**src/rtl/alu_pkg.sv**
```systemverilog
// Shared ALU definitions: operation codes and the slicing legality check
// used by the pipelined adder/subtractor.
package alu_pkg;

  typedef enum logic [1:0] {
    OP_ADD = 2'b00,
    OP_SUB = 2'b01,
    OP_ADC = 2'b10,
    OP_SBB = 2'b11
  } op_e;

endpackage

`ifndef ALU_PKG_MACROS
`define ALU_PKG_MACROS
// Elaboration-time guard: operand width must split into whole slices.
`define ALU_CHECK_SLICING(W, S) \
  if (((S) == 0) || ((W) < (S)) || (((W) % (S)) != 0)) begin : g_bad_slicing \
    $error("pipelined_addsub: WIDTH must be a non-zero multiple of SLICE"); \
  end
`endif

```
**src/rtl/addsub_slice.sv**
```systemverilog
// Combinational SLICE-bit adder; also exports the carry into its MSB so the
// top slice can form the signed-overflow flag.
module addsub_slice #(
  parameter int unsigned SLICE = 16
) (
  input  logic [SLICE-1:0] a,
  input  logic [SLICE-1:0] b,
  input  logic             cin,
  output logic [SLICE-1:0] sum,
  output logic             cout,
  output logic             msb_cin
);

  localparam int unsigned EXT_W = SLICE + 1;

  logic [SLICE:0] full;

  assign full    = EXT_W'(a) + EXT_W'(b) + EXT_W'(cin);
  assign sum     = full[SLICE-1:0];
  assign cout    = full[SLICE];
  // Carry into the MSB recovered from the MSB's own sum bit.
  assign msb_cin = a[SLICE-1] ^ b[SLICE-1] ^ full[SLICE-1];

endmodule

```
**src/rtl/pipelined_addsub.sv**
```systemverilog
// Staggered-carry pipelined adder/subtractor: one SLICE resolved per stage,
// valid/ready handshake on both sides with bubble collapsing.
module pipelined_addsub
  import alu_pkg::*;
#(
  parameter int unsigned WIDTH = 64,
  parameter int unsigned SLICE = 16
) (
  input  logic             clk,
  input  logic             rst_n,
  input  logic             in_valid,
  output logic             in_ready,
  input  logic [WIDTH-1:0] in_a,
  input  logic [WIDTH-1:0] in_b,
  input  logic [1:0]       in_op,
  input  logic             in_cin,
  output logic             out_valid,
  input  logic             out_ready,
  output logic [WIDTH-1:0] out_sum,
  output logic             out_cout,
  output logic             out_ovf,
  output logic             out_zero
);

  localparam int unsigned NSLICE = WIDTH / SLICE;

  `ALU_CHECK_SLICING(WIDTH, SLICE)

  logic [WIDTH-1:0]  a_src     [NSLICE];
  logic [WIDTH-1:0]  b_src     [NSLICE];
  logic [WIDTH-1:0]  sum_src   [NSLICE];
  logic [WIDTH-1:0]  a_ride    [NSLICE];
  logic [WIDTH-1:0]  b_ride    [NSLICE];
  logic [WIDTH-1:0]  sum_stage [NSLICE];
  logic              msb_cin   [NSLICE];
  logic [NSLICE-1:0] c_src;
  logic [NSLICE-1:0] v_src;
  logic [NSLICE-1:0] carry_stage;
  logic [NSLICE-1:0] valid_stage;
  logic [NSLICE-1:0] adv;

  logic [WIDTH-1:0]  b_cond;
  logic              c0;

  // Operand conditioning: subtract as A + ~B + carry.
  always_comb begin
    b_cond = in_b;
    c0     = 1'b0;
    case (op_e'(in_op))
      OP_ADD: c0 = 1'b0;
      OP_SUB: begin
        b_cond = ~in_b;
        c0     = 1'b1;
      end
      OP_ADC: c0 = in_cin;
      OP_SBB: begin
        b_cond = ~in_b;
        c0     = in_cin;
      end
      default: c0 = 1'b0;
    endcase
  end

  for (genvar k = 0; k < NSLICE; k++) begin : g_stage
    logic [SLICE-1:0] slice_sum;
    logic             slice_cout;
    logic [WIDTH-1:0] sum_next;
    logic [WIDTH-1:0] sum_q;
    logic             valid_q;
    logic             carry_q;

    if (k == 0) begin : g_head
      assign a_src[k]   = in_a;
      assign b_src[k]   = b_cond;
      assign sum_src[k] = '0;
      assign c_src[k]   = c0;
      assign v_src[k]   = in_valid;
    end else begin : g_link
      assign a_src[k]   = a_ride[k-1];
      assign b_src[k]   = b_ride[k-1];
      assign sum_src[k] = sum_stage[k-1];
      assign c_src[k]   = carry_stage[k-1];
      assign v_src[k]   = valid_stage[k-1];
    end

    // Stage may move when it, or any stage below it, has room.
    assign adv[k] = out_ready | ~(&valid_stage[NSLICE-1:k]);

    addsub_slice #(.SLICE(SLICE)) u_slice (
      .a       (a_src[k][k*SLICE +: SLICE]),
      .b       (b_src[k][k*SLICE +: SLICE]),
      .cin     (c_src[k]),
      .sum     (slice_sum),
      .cout    (slice_cout),
      .msb_cin (msb_cin[k])
    );

    always_comb begin
      sum_next                      = sum_src[k];
      sum_next[k*SLICE +: SLICE]    = slice_sum;
    end

    always_ff @(posedge clk or negedge rst_n) begin
      if (!rst_n) begin
        valid_q <= 1'b0;
        carry_q <= 1'b0;
        sum_q   <= '0;
      end else if (adv[k]) begin
        valid_q <= v_src[k];
        if (v_src[k]) begin
          carry_q <= slice_cout;
          sum_q   <= sum_next;
        end
      end
    end

    assign valid_stage[k] = valid_q;
    assign carry_stage[k] = carry_q;
    assign sum_stage[k]   = sum_q;

    if (k < NSLICE - 1) begin : g_ride
      logic [WIDTH-1:0] a_q;
      logic [WIDTH-1:0] b_q;

      // Unresolved upper operand slices travel with the beat.
      always_ff @(posedge clk or negedge rst_n) begin
        if (!rst_n) begin
          a_q <= '0;
          b_q <= '0;
        end else if (adv[k] && v_src[k]) begin
          a_q <= a_src[k];
          b_q <= b_src[k];
        end
      end

      assign a_ride[k] = a_q;
      assign b_ride[k] = b_q;
    end else begin : g_flags
      logic ovf_q;
      logic zero_q;

      assign a_ride[k] = '0;
      assign b_ride[k] = '0;

      // Flags registered alongside the final slice so they align with out_sum.
      always_ff @(posedge clk or negedge rst_n) begin
        if (!rst_n) begin
          ovf_q  <= 1'b0;
          zero_q <= 1'b0;
        end else if (adv[k] && v_src[k]) begin
          ovf_q  <= msb_cin[k] ^ slice_cout;
          zero_q <= ~|sum_next;
        end
      end

      assign out_ovf  = ovf_q;
      assign out_zero = zero_q;
    end
  end

  assign in_ready  = adv[0];
  assign out_valid = valid_stage[NSLICE-1];
  assign out_sum   = sum_stage[NSLICE-1];
  assign out_cout  = carry_stage[NSLICE-1];

endmodule

```
**config.mk**
```make
export PLATFORM = sky130hd
export DESIGN_NAME = pipelined_addsub
export DESIGN_NICKNAME = d
export VERILOG_FILES = /design/src/rtl/alu_pkg.sv /design/src/rtl/addsub_slice.sv /design/src/rtl/pipelined_addsub.sv
export SDC_FILE = /design/constraint.sdc
export NUM_CORES = 1
export LEC_CHECK = 0
export CORE_ASPECT_RATIO = 0.75
export CORE_MARGIN = 2
export CORE_UTILIZATION = 56
export CTS_CLUSTER_SIZE = 10
export DETAILED_ROUTE_END_ITERATION = 10
export PLACE_DENSITY = 0.8
export SLEW_MARGIN = 15
export SYNTH_ARGS = -nofsm -noshare
export SYNTH_HDL_FRONTEND = slang
export SYNTH_SLANG_ARGS = --single-unit
```
**constraint.sdc**
```tcl
create_clock -name clk -period 3.9 [get_ports clk]
set_clock_uncertainty 0.2 [all_clocks]
set_input_delay 0.39 -clock clk [delete_from_list [all_inputs] [get_ports clk]]
set_output_delay 0.39 -clock clk [all_outputs]
set_load 0.01 [all_outputs]
```
# Word-level counts from Yosys, hierarchy flattened
# Cells that the tools add are included.
[word_totals] input_bits=135 output_inout_bits=69 register_bits=554 word_cells=61
[op_classes] n_reduce_logical=16 muxes=2 add_sub_neg=8 n_bitwise=12 n_eq_ne=3
[op_table] operator="adder 16 x 16 -> 17 bit" n=4
[op_table] operator="adder 17 x 1 -> 17 bit" n=4
[op_table] operator="2-to-1 mux 64 bit" n=1
[op_table] operator="NOT 64 bit" n=1
[op_table] operator="OR reduction 64 bit" n=1
[op_table] operator="AND reduction 2 bit" n=5
[op_table] operator="== test 2 bit, second input constant" n=2
[op_table] operator="logical AND 1 bit" n=4
[op_table] operator="NOT 1 bit" n=4
[op_table] operator="OR 1 bit" n=4
[op_table] operator="AND reduction 4 bit" n=1
[op_table] operator="OR reduction 2 bit" n=2
[op_table] operator="one-hot mux 1 bit (3 select lines)" n=1
[op_table] operator="AND reduction 3 bit" n=1
[op_table] operator="bitwise XOR 1 bit" n=3
[op_table] operator="== test 2 x 1 -> 1 bit, second input constant" n=1
[op_table] operator="logical NOT 2 bit" n=1
[op_table] operator="logical NOT 1 bit" n=1

# Depth between registers and ports, before layout
[logic_depth] ltp_word=5 mapped_depth=13 depth_no_buf=11

# Hierarchy
# From an unflattened synthesis, not the netlist that was laid out.
[hier_totals] hier_cells=1324 area_unflattened_um2=17425.5
[by_module_without_submodules] mod="pipelined_addsub" instances=1 seq_area_each_um2=9058.7 area_per_inst_um2=14042.2 cells_each=919
[by_module_without_submodules] mod="addsub_slice (g_stage[0].u_slice ...)" instances=3 seq_area_each_um2=0.0 area_per_inst_um2=859.6 cells_each=101
[by_module_without_submodules] mod="addsub_slice (g_stage[3].u_slice)" instances=1 seq_area_each_um2=0.0 area_per_inst_um2=804.5 cells_each=102

# Least setup slack after synthesis
# No wires, ideal clock.
[synth_path] kind="input -> register" start="input in_op[0]" end="register g_stage[0].sum_q[10]" setup_time_ps=134 t_arrival_ps=3211 slack_ps=355 path_buffers=2 t_required_ps=3566 cell_stages=13 cell_sequence="clkbuf_1 > clkbuf_1 > xnor2_1 > fa_1 > inv_1 > fa_1 > a21o_1 > a211oi_1 > o21ai_1 > a31o_2 > a21oi_1 > xor2_1 > o21ai_0"
[synth_via] elab_chain_len=5 word_cells_on_any_way=10 classes_between="2 x add/sub; 3 x eq/ne; 2 x mux; 3 x reduce/logical"
[synth_lines] item="start: declaration" line_no="pipelined_addsub.sv:15" source="input logic [1:0] in_op,"
[synth_lines] item="== test 2 bit or == test 2 x 1 -> 1 bit (tied branches)" line_no="pipelined_addsub.sv:49" source="case (op_e'(in_op))"
[synth_lines] item="OR reduction 2 bit (no source line)"
[synth_lines] item="2-to-1 mux 64 bit"
[synth_lines] item="adder 16 x 16 -> 17 bit" line_no="addsub_slice.sv:18" source="assign full = EXT_W'(a) + EXT_W'(b) + EXT_W'(cin);"
[synth_lines] item="adder 17 x 1 -> 17 bit (*)" line_no="addsub_slice.sv:18"
[synth_lines] item="end signal: assignment" line_no="pipelined_addsub.sv:112" source="sum_q <= sum_next;"
[synth_lines] item="end: declaration" line_no="pipelined_addsub.sv:68" source="logic [WIDTH-1:0] sum_q;"
# Mark *: on every way between the ends. The rest lies on a longest branch, timed or not.
# A chain may end at the register's enable or synchronous reset.

# Worst setup path after layout
[layout_path] start="register g_stage[2].carry_q" end="register g_stage[3].g_flags.zero_q, in the netlist out_zero"
[layout_via] elab_chain_len=3
[layout_lines] item="start: declaration" line_no="pipelined_addsub.sv:70" source="logic carry_q;"
[layout_lines] item="start signal: assignment" line_no="pipelined_addsub.sv:111" source="carry_q <= slice_cout;"
[layout_lines] item="adder 17 x 1 -> 17 bit" line_no="addsub_slice.sv:18"
[layout_lines] item="OR reduction 64 bit" line_no="pipelined_addsub.sv:152" source="zero_q <= ~|sum_next;"
[layout_lines] item="logical NOT 1 bit" line_no="pipelined_addsub.sv:152"
[layout_lines] item="end signal: assignment" line_no="pipelined_addsub.sv:152"
[layout_lines] item="end: declaration" line_no="pipelined_addsub.sv:140" source="logic zero_q;"
# No other way between the ends.

==> metrics.md <==
| Metric | Value |
|---|---|
| Status | `completed` |
| Vias | `12.09k` |
| Endpoints failing hold | `0` |
| YS warnings | `0` |
| Die area | `31810 um^2` |
| Setup Fix Bufs, Post-CTS | `0` |
| Fmax | `0.3089 GHz` |
| I/O pin count | `204` |
| CTS sink cnt | `362` |
| Crit-path max cell delay | `0.49 ns` |
| Max FO, Critical Path | `4` |
| Total gr overflow | `0` |
| Synth Register Bits | `362` |
| First-pass GRT wire length | `63.45 mm` |
| Power density over the cells | `713.5 nW/um^2` |
| Critical Path AT | `3.51 ns` |
| Main area contributors after synthesis | `dfrtp_1 (53%), mux2_2 (13%), nand2_1 (6.2%), ha_1 (4.4%), xnor2_1 (3.5%)` |
| All-Layer GR Usage | `0.2549` |
| Final WS setup | `0.6624 ns` |
| Max rail drop VDD | `0.0003569 V` |
| Lkg Pwr | `9.268 nW` |
| FP Rows | `55` |
| Pre-CTS setup slack | `0.2706 ns` |
| Post-Synthesis Cell Area | `17020 um^2` |
| Synth top area share | `0.5323` |
| Sequence of cells on the critical path | `fa_1, inv_1, fa_1, nand2b_1, a21oi_1, o21a_1, or3_1, a2111oi_0, buf_4, o2111ai_1, o21ai_1` |
| Hold WC Path Type | `input pin to flop` |
| Non-filler cells, final | `2127` |
| ANT cells | `0` |
| Most frequent CP cell | `fa_1` |
| Top FF cell, synth | `dfrtp_1` |
| Initial antenna violation count | `1` |
| CP max-delay cell | `a2111oi_0` |
| Share of layout cells above drive strength 1 | `0.1649` |
| Cells after DPL | `2077` |
| Register clock-pin slew on the reported worst setup and hold paths | `0.06 ns` |
| Worst skew pair latency | `0.54 ns` |
| Leading area contributor after synthesis | `dfrtp_1` |
| CTS tree | `yes` |
| Synth Area per Inst | `11.22 um^2` |
| Slew headroom | `0.3976` |
| Max Cap Violations | `0` |
| Vias in the first global route | `12.04k` |
| Horiz. Die Dim | `205.3 um` |
| Die H | `155.0 um` |
| Syn Nets | `1720` |
| Final hold slack | `0.1199 ns` |
| RD Place Congestion | `0.8924` |
| Largest delay share family, worst path | `compound AO/OA/AOI/OAI gates` |
| Residual DRC count | `0` |
| Post-synth EDFFs | `0` |
| Sequential element share of the synthesized area | `0.5323` |
| ANT nets after route | `0` |
| Area grow syn2layout | `21.86%` |
| Yosys cell types | `68` |
| Syn Inst Count | `1517` |
| Routed vias/inst | `5.685` |
| Final nets | `1926` |
| RSZ-0062 raised after global routing | `false` |
| CTS buffer count | `42` |
| Post-route minimum period | `3.238 ns` |
| Final Slew Violations | `0` |
| Fin crit share | `0.8301` |
| Initial DRC Count | `761` |
| DP HPWL | `28.41 mm` |
| PortBufs | `203` |
| Cell with the most instances after synthesis | `dfrtp_1` |
| Post-Route WL | `40.00 mm` |
| Setup TNS | `0 ns` |
| Initial Util | `0.5672` |
| Most frequent cells after synthesis | `dfrtp_1 (362), nand2_1 (279), mux2_2 (198)` |
| Worst-margin pin slew | `0.9035 ns` |
| CORE AREA | `30000 um^2` |
| Worst Path Buf+Inv | `2` |
| Worst path required time | `4.17 ns` |
| Root buffer cell | `clkbuf_16` |
| 1st-pass router iterations | `5` |
| CP Launch Type | `flop` |
| Crit Path Category | `flop to flop` |
| Final Core Density | `0.6912` |
| Final setup fails | `0` |
| Routed length per instance | `18.80 um` |
| Largest net degree at the start of global routing | `116` |
| CP Capture Type | `flop` |
| # H-tree levels | `2` |
| Max Buffers Root-to-Sink | `3` |
| Ys async rst share | `1.000` |
## worst reg2reg max path, delay by kind of cell, from the launching register on
| kind | cells | cell delay [ns] |
|---|---|---|
| fa+ha+maj | 2 | 0.66 |
| compound gates | 5 | 1.07 |
| simple gates | 2 | 0.54 |
| buf+inv | 2 | 0.30 |
| flops | 1 | 0.40 |
## cells by family (layout without fill, tap and decap cells)
logic type,Yosys count,count (layout),share of synthesized area
flip-flops,362,362,0.5323
AND/OR/NAND/NOR,428,428,0.1116
XOR/XNOR,100,100,0.05147
buffers and inverters,99,310,0.02213
adder cells (fa/ha/maj),68,68,0.05353
AO/OA/AOI/OAI,260,260,0.09668
multiplexers,200,200,0.1323
## routing by layer
metal | up-vias | global-route usage | wire [um]
li1 | 5701 | - | -
met1 | 6007 | 0.3685 | 18520
met2 | 322 | 0.3879 | 17900
met3 | 61 | 0.05341 | 2531
met4 | 0 | 0.08188 | 1046
met5 | - | 0 | 0
## power breakdown
part	leakage, nW	internal [mW]	switching, mW
Clock	0.553	2.01	1.40
Combinational	4.31	2.74	2.70
Sequential	4.40	5.05	0.885
Total	9.27	9.81	4.99
## stage by stage
step	area [um^2]	total power, mW
6_report	20740	14.80
5_1_grt	20740	15.70
4_1_cts	20740	14.86
3_5_place_dp	19600	11.36
3_3_place_gp	19600	11.10
2_1_floorplan	17020	9.217
## layout make-up
cell class,count,area (um^2)
multi-input cells,1056,7614
repair buffers,228,2312
fillers,2313,9266
clock inverters,2,38.79
inverters,33,123.9
well taps,399,499.2
clock buffers,47,1091
flip-flops and latches,362,9059
## cells in the final DEF (no fill, tap or decap), types with 4 or more instances in the layout
| cell type | Yosys | routed |
|---|---|---|
| and3_1 | 5 | 5 |
| buf_12 | 0 | 7 |
| nand2_1 | 279 | 275 |
| xor2_1 | 32 | 32 |
| inv_1 | 32 | 32 |
| a41oi_1 | 5 | 5 |
| nor3b_1 | 6 | 6 |
| xnor2_1 | 68 | 68 |
| fa_1 | 8 | 8 |
| ha_1 | 60 | 60 |
| nor3_1 | 14 | 14 |
| o21a_1 | 10 | 10 |
| nand4_1 | 10 | 10 |
| nor2b_1 | 7 | 7 |
| a21o_1 | 15 | 15 |
| o21ai_0 | 97 | 97 |
| nand3_1 | 14 | 14 |
| a31oi_1 | 5 | 5 |
| dfrtp_1 | 362 | 362 |
| clkdlybuf4s50_1 | 0 | 201 |
| nand2_4 | 0 | 4 |
| clkbuf_1 | 49 | 4 |
| nor4_1 | 13 | 13 |
| a21oi_1 | 35 | 35 |
| nor2_1 | 34 | 34 |
| o31ai_1 | 13 | 13 |
| o2111ai_1 | 6 | 6 |
| clkbuf_16 | 0 | 43 |
| nand2b_1 | 16 | 16 |
| or3_1 | 9 | 9 |
| and2_1 | 7 | 6 |
| buf_4 | 0 | 18 |
| a211oi_1 | 10 | 10 |
| mux2_2 | 198 | 198 |
| o21ai_1 | 26 | 26 |
## repair_timing
action / in CTS / in global routing
hold buffers: 1 / 0
gates resized for setup: 0 / 0
hold endpoints to repair: 108 / 0
## registers in the layout (all words and copies together), names as in the netlist
register / cells
out_ovf: 1
out_sum: 64
out_valid: 1
g_stage.g_ride.b_q: 96
out_zero: 1
g_stage.g_ride.a_q: 96
g_stage.sum_q: 96
g_stage.carry_q: 3
g_stage.valid_q: 3
out_cout: 1
## worst paths after layout
| path | start | to | slack, ns | cells after the start |
|---|---|---|---|---|
| worst max-delay path | g_stage[2].carry_q$_DFFE_PN0P_ | out_zero$_DFFE_PN0P_ | 0.66 | 11 |
| worst min-delay path | in_op[0] | g_stage[0].g_ride.b_q[33]$_DFFE_PN0P_ | 0.12 | 3 |
| worst max register to register | g_stage[2].carry_q$_DFFE_PN0P_ | out_zero$_DFFE_PN0P_ | 0.66 | 11 |
| worst min register to register | g_stage[0].sum_q[4]$_DFFE_PN0P_ | g_stage[0].sum_q[4]$_DFFE_PN0P_ | 0.27 | 2 |
| max in group asynchronous | rst_n | g_stage[2].sum_q[33]$_DFFE_PN0P_ | 2.17 | 3 |
| min in group asynchronous | rst_n | g_stage[0].g_ride.b_q[26]$_DFFE_PN0P_ | 0.33 | 2 |
(Power assumes the default switching activity.)
